[src/rtl/enum_deser_pkg.sv]
// Shared types and widths for the 90-bit packed-word deserialiser.
// The word width is spelled through PAD_PARAM so enum/union width handling gets exercised.
package enum_deser_pkg;
  localparam int PAD_PARAM = 4;
  localparam int WORD_W    = 86 + PAD_PARAM;
  localparam int BEAT_W    = 32;
  localparam int NUM_BEATS = (WORD_W + BEAT_W - 1) / BEAT_W;
  localparam int LAST_W    = WORD_W - (NUM_BEATS - 1) * BEAT_W;

  typedef bit [85 + PAD_PARAM:0] word_t;
  typedef int beat_t;

  typedef enum logic [1:0] {
    BEAT_0 = 2'd0,
    BEAT_1 = 2'd1,
    BEAT_2 = 2'd2
  } beat_idx_e;

  typedef enum logic [1:0] {
    S_FILL = 2'd0,
    S_HOLD = 2'd1
  } out_state_e;

  typedef union packed {
    word_t                                       raw;
    bit [NUM_BEATS-1:0][WORD_W/NUM_BEATS-1:0]   lanes;
  } word_u;

  localparam beat_idx_e LAST_IDX = beat_idx_e'(NUM_BEATS - 1);
endpackage

[src/rtl/enum_word_deser_sat_counter.sv]
// Saturating up-counter: increments on inc, sticks at all-ones.
module sat_counter #(
  parameter int W = 8
) (
  input  logic         clk,
  input  logic         rst,
  input  logic         inc,
  output logic [W-1:0] count
);
  always_ff @(posedge clk or posedge rst) begin
    if (rst) begin
      count <= '0;
    end else if (inc && (count != '1)) begin
      count <= count + W'(1);
    end
  end
endmodule

[src/rtl/enum_word_deser.sv]
// Reassembles a 90-bit word from 32-bit beats, flags framing/pad errors,
// presents it on valid/ready and keeps saturating good/error word counts.
module enum_word_deser
  import enum_deser_pkg::*;
#(
  parameter int OK_CNT_W  = 16,
  parameter int ERR_CNT_W = 8
) (
  input  logic                 clk,
  input  logic                 rst,
  input  logic                 in_valid,
  output logic                 in_ready,
  input  logic [BEAT_W-1:0]    in_data,
  input  logic                 in_last,
  output logic                 out_valid,
  input  logic                 out_ready,
  output logic [WORD_W-1:0]    out_word,
  output logic                 out_err,
  output logic [OK_CNT_W-1:0]  ok_cnt,
  output logic [ERR_CNT_W-1:0] err_cnt
);
  if ($bits(word_t) != 90 || $bits(word_u) != 90) begin : g_width_chk
    $error("enum_word_deser: packed word width is not 90 bits");
  end

  beat_idx_e          r_idx;
  out_state_e         r_state;
  out_state_e         w_state_nxt;
  logic [WORD_W-1:0]  r_acc;
  logic [WORD_W-1:0]  r_word;
  logic               r_err;
  logic [WORD_W-1:0]  w_merged;
  logic               w_is_last_idx;
  logic               w_ends_word;
  logic               w_accept;
  logic               w_complete;
  logic               w_pop;
  logic               w_pad_bad;
  logic               w_err;

  assign out_valid     = (r_state == S_HOLD);
  assign out_word      = r_word;
  assign out_err       = r_err;
  assign w_is_last_idx = (r_idx == LAST_IDX);
  assign w_ends_word   = w_is_last_idx || in_last;
  assign w_pop         = out_valid && out_ready;

  // Any word-ending beat (final index or early in_last) needs the output register free.
  assign in_ready      = !(w_ends_word && out_valid && !out_ready);
  assign w_accept      = in_valid && in_ready;
  assign w_complete    = w_accept && w_ends_word;

  assign w_pad_bad     = w_is_last_idx && (in_data[BEAT_W-1:LAST_W] != '0);
  assign w_err         = !w_is_last_idx || !in_last || w_pad_bad;

  always_comb begin
    w_merged = r_acc;
    case (r_idx)
      BEAT_0:  w_merged[0 +: BEAT_W]         = in_data;
      BEAT_1:  w_merged[BEAT_W +: BEAT_W]    = in_data;
      default: w_merged[WORD_W-1 -: LAST_W]  = in_data[LAST_W-1:0];
    endcase
  end

  // Accumulator is cleared on completion so a short word has zero upper bits.
  always_ff @(posedge clk or posedge rst) begin
    if (rst) begin
      r_idx <= BEAT_0;
      r_acc <= '0;
    end else if (w_accept) begin
      if (w_ends_word) begin
        r_idx <= BEAT_0;
        r_acc <= '0;
      end else begin
        r_idx <= beat_idx_e'(r_idx + 2'd1);
        r_acc <= w_merged;
      end
    end
  end

  always_ff @(posedge clk or posedge rst) begin
    if (rst) begin
      r_word <= '0;
      r_err  <= 1'b0;
    end else if (w_complete) begin
      r_word <= w_merged;
      r_err  <= w_err;
    end
  end

  always_ff @(posedge clk or posedge rst) begin
    if (rst) begin
      r_state <= S_FILL;
    end else begin
      r_state <= w_state_nxt;
    end
  end

  always_comb begin
    w_state_nxt = r_state;
    if (w_complete) begin
      w_state_nxt = S_HOLD;
    end else if (w_pop) begin
      w_state_nxt = S_FILL;
    end
  end

  sat_counter #(.W(OK_CNT_W)) u_ok_cnt (
    .clk   (clk),
    .rst   (rst),
    .inc   (w_pop && !r_err),
    .count (ok_cnt)
  );

  sat_counter #(.W(ERR_CNT_W)) u_err_cnt (
    .clk   (clk),
    .rst   (rst),
    .inc   (w_pop && r_err),
    .count (err_cnt)
  );
endmodule

[config.mk]
export PLATFORM = sky130hd
export DESIGN_NAME = enum_word_deser
export DESIGN_NICKNAME = d
export VERILOG_FILES = /design/src/rtl/enum_deser_pkg.sv /design/src/rtl/enum_word_deser_sat_counter.sv /design/src/rtl/enum_word_deser.sv
export SDC_FILE = /design/constraint.sdc
export NUM_CORES = 1
export LEC_CHECK = 0
export ABC_AREA = 1
export CORE_MARGIN = 2
export CORE_UTILIZATION = 53
export DETAILED_ROUTE_END_ITERATION = 6
export HOLD_SLACK_MARGIN = 0.08
export PLACE_DENSITY = 0.8
export SLEW_MARGIN = 25
export SYNTH_ARGS = -nofsm -noshare
export SYNTH_HDL_FRONTEND = slang
export SYNTH_SLANG_ARGS = --single-unit
[constraint.sdc]
create_clock -name clk -period 8.45 [get_ports clk]
set_input_delay 0.845 -clock clk [delete_from_list [all_inputs] [get_ports clk]]
set_output_delay 0.845 -clock clk [all_outputs]
set_load 0.05 [all_outputs]
==> Word level (Yosys, flattened, before mapping) <==
Index checks and enable logic that the tools add are counted.
{ "word_totals": {"reg_bits": 209, "wordCells": 44, "inputBits": 37, "out_inout_bits": 117} }
{ "classes": {"muxes": 7, "addsub": 3, "n_reduce_logical": 22, "eq_ne": 5} }
{ "ops": {"columns": ["cell", "n"], "rows": [
  ["90-bit two-way mux", 1],
  ["32-bit two-way mux", 2],
  ["26-bit two-way mux", 1],
  ["16-bit by 1-bit adder with 16-bit output, second input constant", 1],
  ["16-bit != test, second input constant", 1],
  ["1-bit logical AND", 10],
  ["8-bit by 1-bit adder with 8-bit output, second input constant", 1],
  ["8-bit != test, second input constant", 1],
  ["2-bit two-way mux", 3],
  ["6-bit nonzero test", 1],
  ["1-bit zero test", 5],
  ["2-bit by 1-bit equality test with 1-bit output, second input constant", 2],
  ["1-bit logical OR", 3],
  ["2-bit by 1-bit adder with 2-bit output, second input constant", 1],
  ["2-bit equality test, second input constant", 1],
  ["2-bit zero test", 1],
  ["2-bit nonzero test", 1],
  ["2-bit OR reduction", 1]
]} }

==> Longest topological paths before layout <==
Gate-level depths: netlist of the first run.
{ "logic_depth": {"depth_word": 8, "ltp_mapped": 12, "mapped_depth_nobuf": 11} }

==> By module <==
From an unflattened synthesis of the first run, not the netlist that was laid out.
{ "hier_totals": {"hier_cells": 1296, "area_unflattened_um2": 9813.2} }
{ "modules_own_cells": {"columns": ["mod", "seq_area_each_um2", "instances", "area_each_um2", "cells_each"], "rows": [
  ["enum_word_deser", 4604.4, 1, 8270.4, 1083],
  ["sat_counter at u_ok_cnt", 400.4, 1, 1069.8, 150],
  ["sat_counter at u_err_cnt", 200.2, 1, 473.0, 63]
]} }

==> Least setup slack after synthesis of the first run <==
No wires, ideal clock.
{ "synth_timing": {"path_kind": "input-to-output", "from": "input port in_last", "to": "output port in_ready", "setup_slack_ns": 6.387, "stages": 3, "arrival_time_ns": 1.218, "path_buffers": 0, "required_ns": 7.605, "path_cell_list": "inv_2 nand2_1 nand2_2"} }
{ "synth_via": {"elab_chain_len": 4} }
{ "synth_lines": {"columns": ["element", "line", "source"], "rows": [
  ["start, declared", "enum_word_deser.sv:14", "input logic in_last,"],
  ["1-bit logical OR", "enum_word_deser.sv:45", "assign w_ends_word = w_is_last_idx || in_last;"],
  ["1-bit logical AND (2 in a row)", "enum_word_deser.sv:49", "assign in_ready = !(w_ends_word && out_valid && !out_ready);"],
  ["1-bit zero test", "enum_word_deser.sv:49", null],
  ["end, declared", "enum_word_deser.sv:12", "output logic in_ready,"]
]} }
Every way passes these cells.

==> Worst setup path after layout of the first run <==
{ "layout_timing": {"from": "input port in_last", "to": "register r_word[41], in the netlist out_word[41]"} }
{ "layout_via": {"elab_chain_len": 6} }
{ "layout_lines": {"columns": ["element", "line", "source"], "rows": [
  ["1-bit logical OR *", "enum_word_deser.sv:45", null],
  ["1-bit logical AND (2 in a row)", "enum_word_deser.sv:49", null],
  ["1-bit zero test", "enum_word_deser.sv:49", null],
  ["1-bit logical AND", "enum_word_deser.sv:50", "assign w_accept = in_valid && in_ready;"],
  ["1-bit logical AND *", "enum_word_deser.sv:51", "assign w_complete = w_accept && w_ends_word;"],
  ["end signal, assigned", "enum_word_deser.sv:86", "r_word <= w_merged;"],
  ["end, declared", "enum_word_deser.sv:30", "logic [WORD_W-1:0] r_word;"]
]} }
Every way passes the cells marked *; elsewhere a longest branch is shown, timed or not.
A chain may end at the register's enable or synchronous reset.

==> metrics.yaml, run 1 <==
hpwlAfterDp_um: 13100
synth_top_area_share: 0.580
routabilityCongestion: 0.947
cp.arrival_ps: 3790
routed_wl_um: 21200
setup_viol: 0
synthCells: 1038
grt_start_max_net_pins: 184
final_core_util: 0.682
route.vias.total: 7494
layout.nets: 1201
clock_skew_ps: 12.4
status: "finished clean"
ys_types: 24
p_leak_nw: 5.07
ys_seq_area_frac: 0.580
slew_headroom: 0.308
via_per_inst: 5.38
cts_sinks: 208
postRouteAntennaNets: 0
numCtsBuffers: 21
period_needed_ps: 3380
synth_top_area_cell: "dfrtp_1"
clkSlewWorstSetupHoldPaths_ps: 60
htree_levels: 1
drt_iter0_drc: 562
drive_gt1_frac: 0.0486
ys.flop_type: "dfrtp_1"
setup_tns_ps: 0
antenna_found_initial: 0
wire_per_inst_um: 15.2
clock-root-buffer: "clkbuf_16"
cp-start-kind: "input port"
cts_hold_buf: 0
io_pins: 154
irDropWorstVdd_v: 0.000294
synth_area_um2: 8970
synth-edff-count: 0
setup_ws_ps: 5070
tightest_slew_ps: 1040
clock.fmax_ghz: 0.296
cp_num_buf_inv: 4
slowest_stage: "nand2_4"
clkLatencyLatePin_ps: 490
timing.rr.start: "r_idx[0]"
crit_path_end_kind: "register"
fp-row-count: 47
hold_class: "register to register"
grt_pass1_wl_um: 35000
dp_slack_ps: 4520
gr-total-overflow: 0
synth.avg_cell_area_um2: 8.64
hold_viol_final: 0
r2r_setup_slack_ps: 5220
hold_slack_ps: 477
hold_start: "r_acc[16]"
io_buffer_count: 153
rsz0062_at_grt: "no"
synth-async-reset-ratio: 1.00
crit_fanout: 136
path_cells: "clkdlybuf4s50_1 -> inv_2 -> nand2_1 -> nand2_2 -> nand2_4 -> inv_2 -> nand2_8 -> buf_16 -> nand2_1 -> o21ai_1"
core_um2: 16600
die_h_um: 134
synthesis.nets: 1080
cp_top_family: "simple AND/OR/NAND/NOR gates"
ctsResizeCount: 0
yosys_warnings: 0
drc_errors: 0
syn_to_final_growth_pct: 26.1
grt_pass1_vias: 7030
maxCapViolCount: 0
cts_tree: "built"
powerDensity_nw_per_um2: 413
critPathRequiredTime_ps: 8850
critPathKind: "input port to register"
fp.dieArea_um2: 18000
clockBufferDepth: 3
synthTopCellsByArea: "dfrtp_1, nand2_1, o21ai_0"
crit_path_start: "in_last"
yosysMostFrequentCell: "nand2_1"
antennaDiodeCount: 0
post_cts_buffers: 0
ys_ff_latch: 208
power.total_mw: 4.67
critPathMaxStageDelay_ps: 640
ys_top_cells_by_count: "nand2_1, dfrtp_1, o21ai_0"
firstDrtPassIters: 5
gr-usage-all-layers: 0.236
slew_viol_final: 0
die_w_um: 134
period_share: 0.400
start_util: 0.541
## sequential cells by signal (all words and copies together) (netlist names)
signal and flops:
r_acc 90, out_err 1, r_state 1, u_err_cnt.count 8, r_idx 2, out_word 90, u_ok_cnt.count 16
## path summary, 6_finish.rpt
path	endpoint	cells after the start
max in group asynchronous	r_acc[89]	4
hold reg to reg	r_acc[16]	2
setup / recovery	out_word[41]	10
min in group asynchronous	u_err_cnt.count[2]	2
setup reg to reg	out_word[41]	11
hold / removal	r_acc[16]	2
## routing by layer
layer  vias up  part of all wire  GRT usage
li1       3627                 -          -
met1      3616              0.46      0.348
met2       222              0.47      0.375
met3        29             0.056     0.0333
met4         0             0.013     0.0614
met5         -                 0          0
## through the flow
stage	std cells	instance area, µm²
2_1_floorplan	1038	8970
3_3_place_gp	1353	10500
3_5_place_dp	1353	10500
4_1_cts	1390	11200
5_1_grt	1393	11300
6_report	1393	11300
## power breakdown
group / internal, mW / switching, mW
clock network: 0.597 / 0.384
registers: 1.37 / 0.237
logic: 0.649 / 1.43
total: 2.61 / 2.06
## cells in the final DEF, fill, tap and decap left out, types with 3 or more instances in the layout
cell / netlist / layout
nand4_1: 7 / 7
o21ai_1: 89 / 89
dfrtp_1: 208 / 208
nand3_1: 13 / 12
ha_1: 5 / 3
nand2_1: 349 / 349
clkdlybuf4s50_1: 0 / 153
clkbuf_16: 0 / 21
clkinv_2: 0 / 5
o22ai_1: 13 / 13
bufinv_16: 0 / 4
inv_1: 61 / 60
inv_2: 4 / 4
xnor2_1: 7 / 7
nand3b_1: 6 / 6
nor2_2: 4 / 4
nor2_1: 23 / 23
o21ai_0: 182 / 182
## worst reg2reg max path, stage by stage (launching register included)
cell     delay (ps)
dfrtp_1         410
inv_1           100
ha_1            160
inv_2            60
nand2_1         190
nand2_2         110
nand2_4         640
inv_2           410
nand2_8         340
buf_16          420
nand2_1         210
o21ai_1         100
## cells by family after synthesis
group,share of synthesized area
simple gates,0.183
compound gates,0.160
xor+xnor,0.00684
flops,0.580
fa+ha+maj,0.00698
buf+inv,0.0625
## area by class of cell
class	instances	area (µm²)
clock buffers	25	561
flip-flops and latches	208	5200
well taps	220	275
repair buffers	157	1610
inverters	65	251
clock inverters	12	169
fillers	1318	5270
multi-input cells	706	3230
Power figures use the tool's default switching activity.
==> inputs of run 2 (changes only) <==
- CORE_UTILIZATION: 53 -> 48
- PLACE_DENSITY: 0.8 -> 0.76
- clock period: 8.45 -> 2.82 ns (I/O delays scaled with it)
==> run 2 against run 1 <==
Effect of this change: largest cell class unchanged; power rose to 3.0 times the previous value; first-iteration DRC count down 7.5%; clock skew down 0.77 ps; highest routed layer unchanged; via count down 0.44%; non-clock buffer count up 8; combinational power rose to 3.0 times the previous value.
==> metrics.yaml, run 2 (synthesis gave the netlist of run 1 again) <==
status: "finished clean"  # unchanged
clkSlewWorstSetupHoldPaths_ps: 60  # about the same
die_w_um: 141  # was 134 µm
powerDensity_nw_per_um2: 1220  # was 413 nW/µm²
io_buffer_count: 153  # unchanged
slew_headroom: 0.396  # was 0.308
power.total_mw: 13.9  # was 4.67 mW
postRouteAntennaNets: 0  # unchanged
start_util: 0.494  # was 0.541
grt_pass1_vias: 7163  # was 7030
setup_tns_ps: 0  # unchanged
cts_hold_buf: 0  # unchanged
antenna_found_initial: 0  # unchanged
wire_per_inst_um: 15.4  # was 15.2 µm
finalNonFillerCells: 1409  # was 1393
drt_iter0_drc: 520  # was 562
gr-total-overflow: 0  # unchanged
p_leak_nw: 5.09  # was 5.07 nW
fill_cells: 1539  # was 1318
drc_errors: 0  # unchanged
via_per_inst: 5.30  # was 5.38
multi_input_area_um2: 3230  # about the same
hold_class: "input port to asynchronous set/reset pin"  # was register to register
setup_ws_ps: 179  # was 5070 ps
clock_skew_ps: 11.6  # was 12.4 ps
cts_sinks: 208  # unchanged
crit_fanout: 4  # was 136
firstDrtPassIters: 5  # unchanged
critPathRequiredTime_ps: 2540  # was 8850 ps
ctsResizeCount: 0  # unchanged
period_share: 0.937
seqCellArea_um2: 5200  # unchanged
grt_pass1_wl_um: 35800  # was 35000 µm
irDropWorstVdd_v: 0.000907  # was 0.000294 V
layout.nets: 1210  # was 1201
crit_path_end_kind: "primary output"  # was register
syn_to_final_growth_pct: 26.6  # was 26.1%
postPlaceCellArea_um2: 10700  # was 10500 µm²
hold_viol_final: 0  # unchanged
cts_tree: "built"  # unchanged
cp.arrival_ps: 2360  # was 3790 ps
fp-row-count: 49  # was 47
final_area_um2: 11400  # was 11300 µm²
setup_viol: 0  # unchanged
io_pins: 154  # unchanged
core_um2: 18100  # was 16600 µm²
clkLatencyLatePin_ps: 500  # was 490 ps
gr-usage-all-layers: 0.218  # was 0.236
critPathKind: "register to primary output"  # was input port to register
slew_viol_final: 0  # unchanged
final_common_cell: "nand2_1"  # unchanged
placed_cells: 1373  # was 1353
fp.dieArea_um2: 19800  # was 18000 µm²
post_cts_buffers: 0  # unchanged
numCtsBuffers: 22  # was 21
tightest_slew_ps: 906  # was 1040 ps
dp_slack_ps: 540  # was 4520 ps
clock-root-buffer: "clkbuf_16"  # unchanged
drive_gt1_frac: 0.0492  # was 0.0486
hpwlAfterDp_um: 13800  # was 13100 µm
routabilityCongestion: 0.871  # was 0.947
die_h_um: 141  # was 134 µm
final_cell_mix: "nand2_1, dfrtp_1, o21ai_0, clkdlybuf4s50_1, o21ai_1"  # unchanged
period_needed_ps: 2640
clock.fmax_ghz: 0.379
cp-start-kind: "register"  # was input port
grt_start_max_net_pins: 104  # was 184
clockBufferDepth: 3  # unchanged
maxCapViolCount: 0  # unchanged
antennaDiodeCount: 0  # unchanged
htree_levels: 1  # unchanged
route.vias.total: 7461  # was 7494
rsz0062_at_grt: "no"  # unchanged
routed_wl_um: 21600  # was 21200 µm
## run 2: cell count changes in the layout (fill, tap and decap cells not counted), sizes merged
cell	change
clkbuf	+10
buf	+8
clkinv	-6
bufinv	-3
clkinvlp	-1
inv	-1
## run 2: per-layer routing
layer  vias to the layer above  global-route usage  share of wire
li1                       3635                   -              -
met1                      3591               0.305           0.45
met2                       205               0.362           0.47
met3                        30              0.0346          0.052
met4                         0              0.0537          0.020
met5                         -                   0              0
## run 2: cell type report
cell class,instances,share of cell area
Sequential cell,208,0.458
Multi-Input combinational cell,706,0.284
Clock inverter,1,0.00264
Inverter,65,0.0218
Clock buffer,35,0.0582
Timing Repair Buffer,165,0.149
Tap cell,229,0.0252
## run 2: power breakdown
part | total, mW | switching (mW) | internal [mW]
clock | 2.80 | 1.12 | 1.68
sequential | 4.80 | 0.704 | 4.10
combinational | 6.27 | 4.30 | 1.97
## run 2: critical path, stage by stage (launching register included)
cell and delay, ps:
dfrtp_1 390, inv_1 80, ha_1 210, inv_2 70, nand2_1 150, nand2_2 140
clkdlybuf4s50_1 820
## run 2: through the flow
stage,utilization,hold slack [ps]
2_1_floorplan,-,378
3_3_place_gp,0.588,461
3_5_place_dp,0.588,468
4_1_cts,0.626,109
5_1_grt,0.626,130
6_report,0.626,112
## run 2: worst paths after layout
check,startpoint,end,slack (ps),cells after the start
worst max-delay path,r_idx[0],in_ready,180,6
worst min-delay path,rst,u_ok_cnt.count[15],110,2
worst max register to register,r_idx[0],out_word[67],570,11
worst min register to register,r_acc[5],r_acc[5],480,2
max in group asynchronous,rst,out_word[21],1850,3
min in group clk,r_acc[5],r_acc[5],480,2
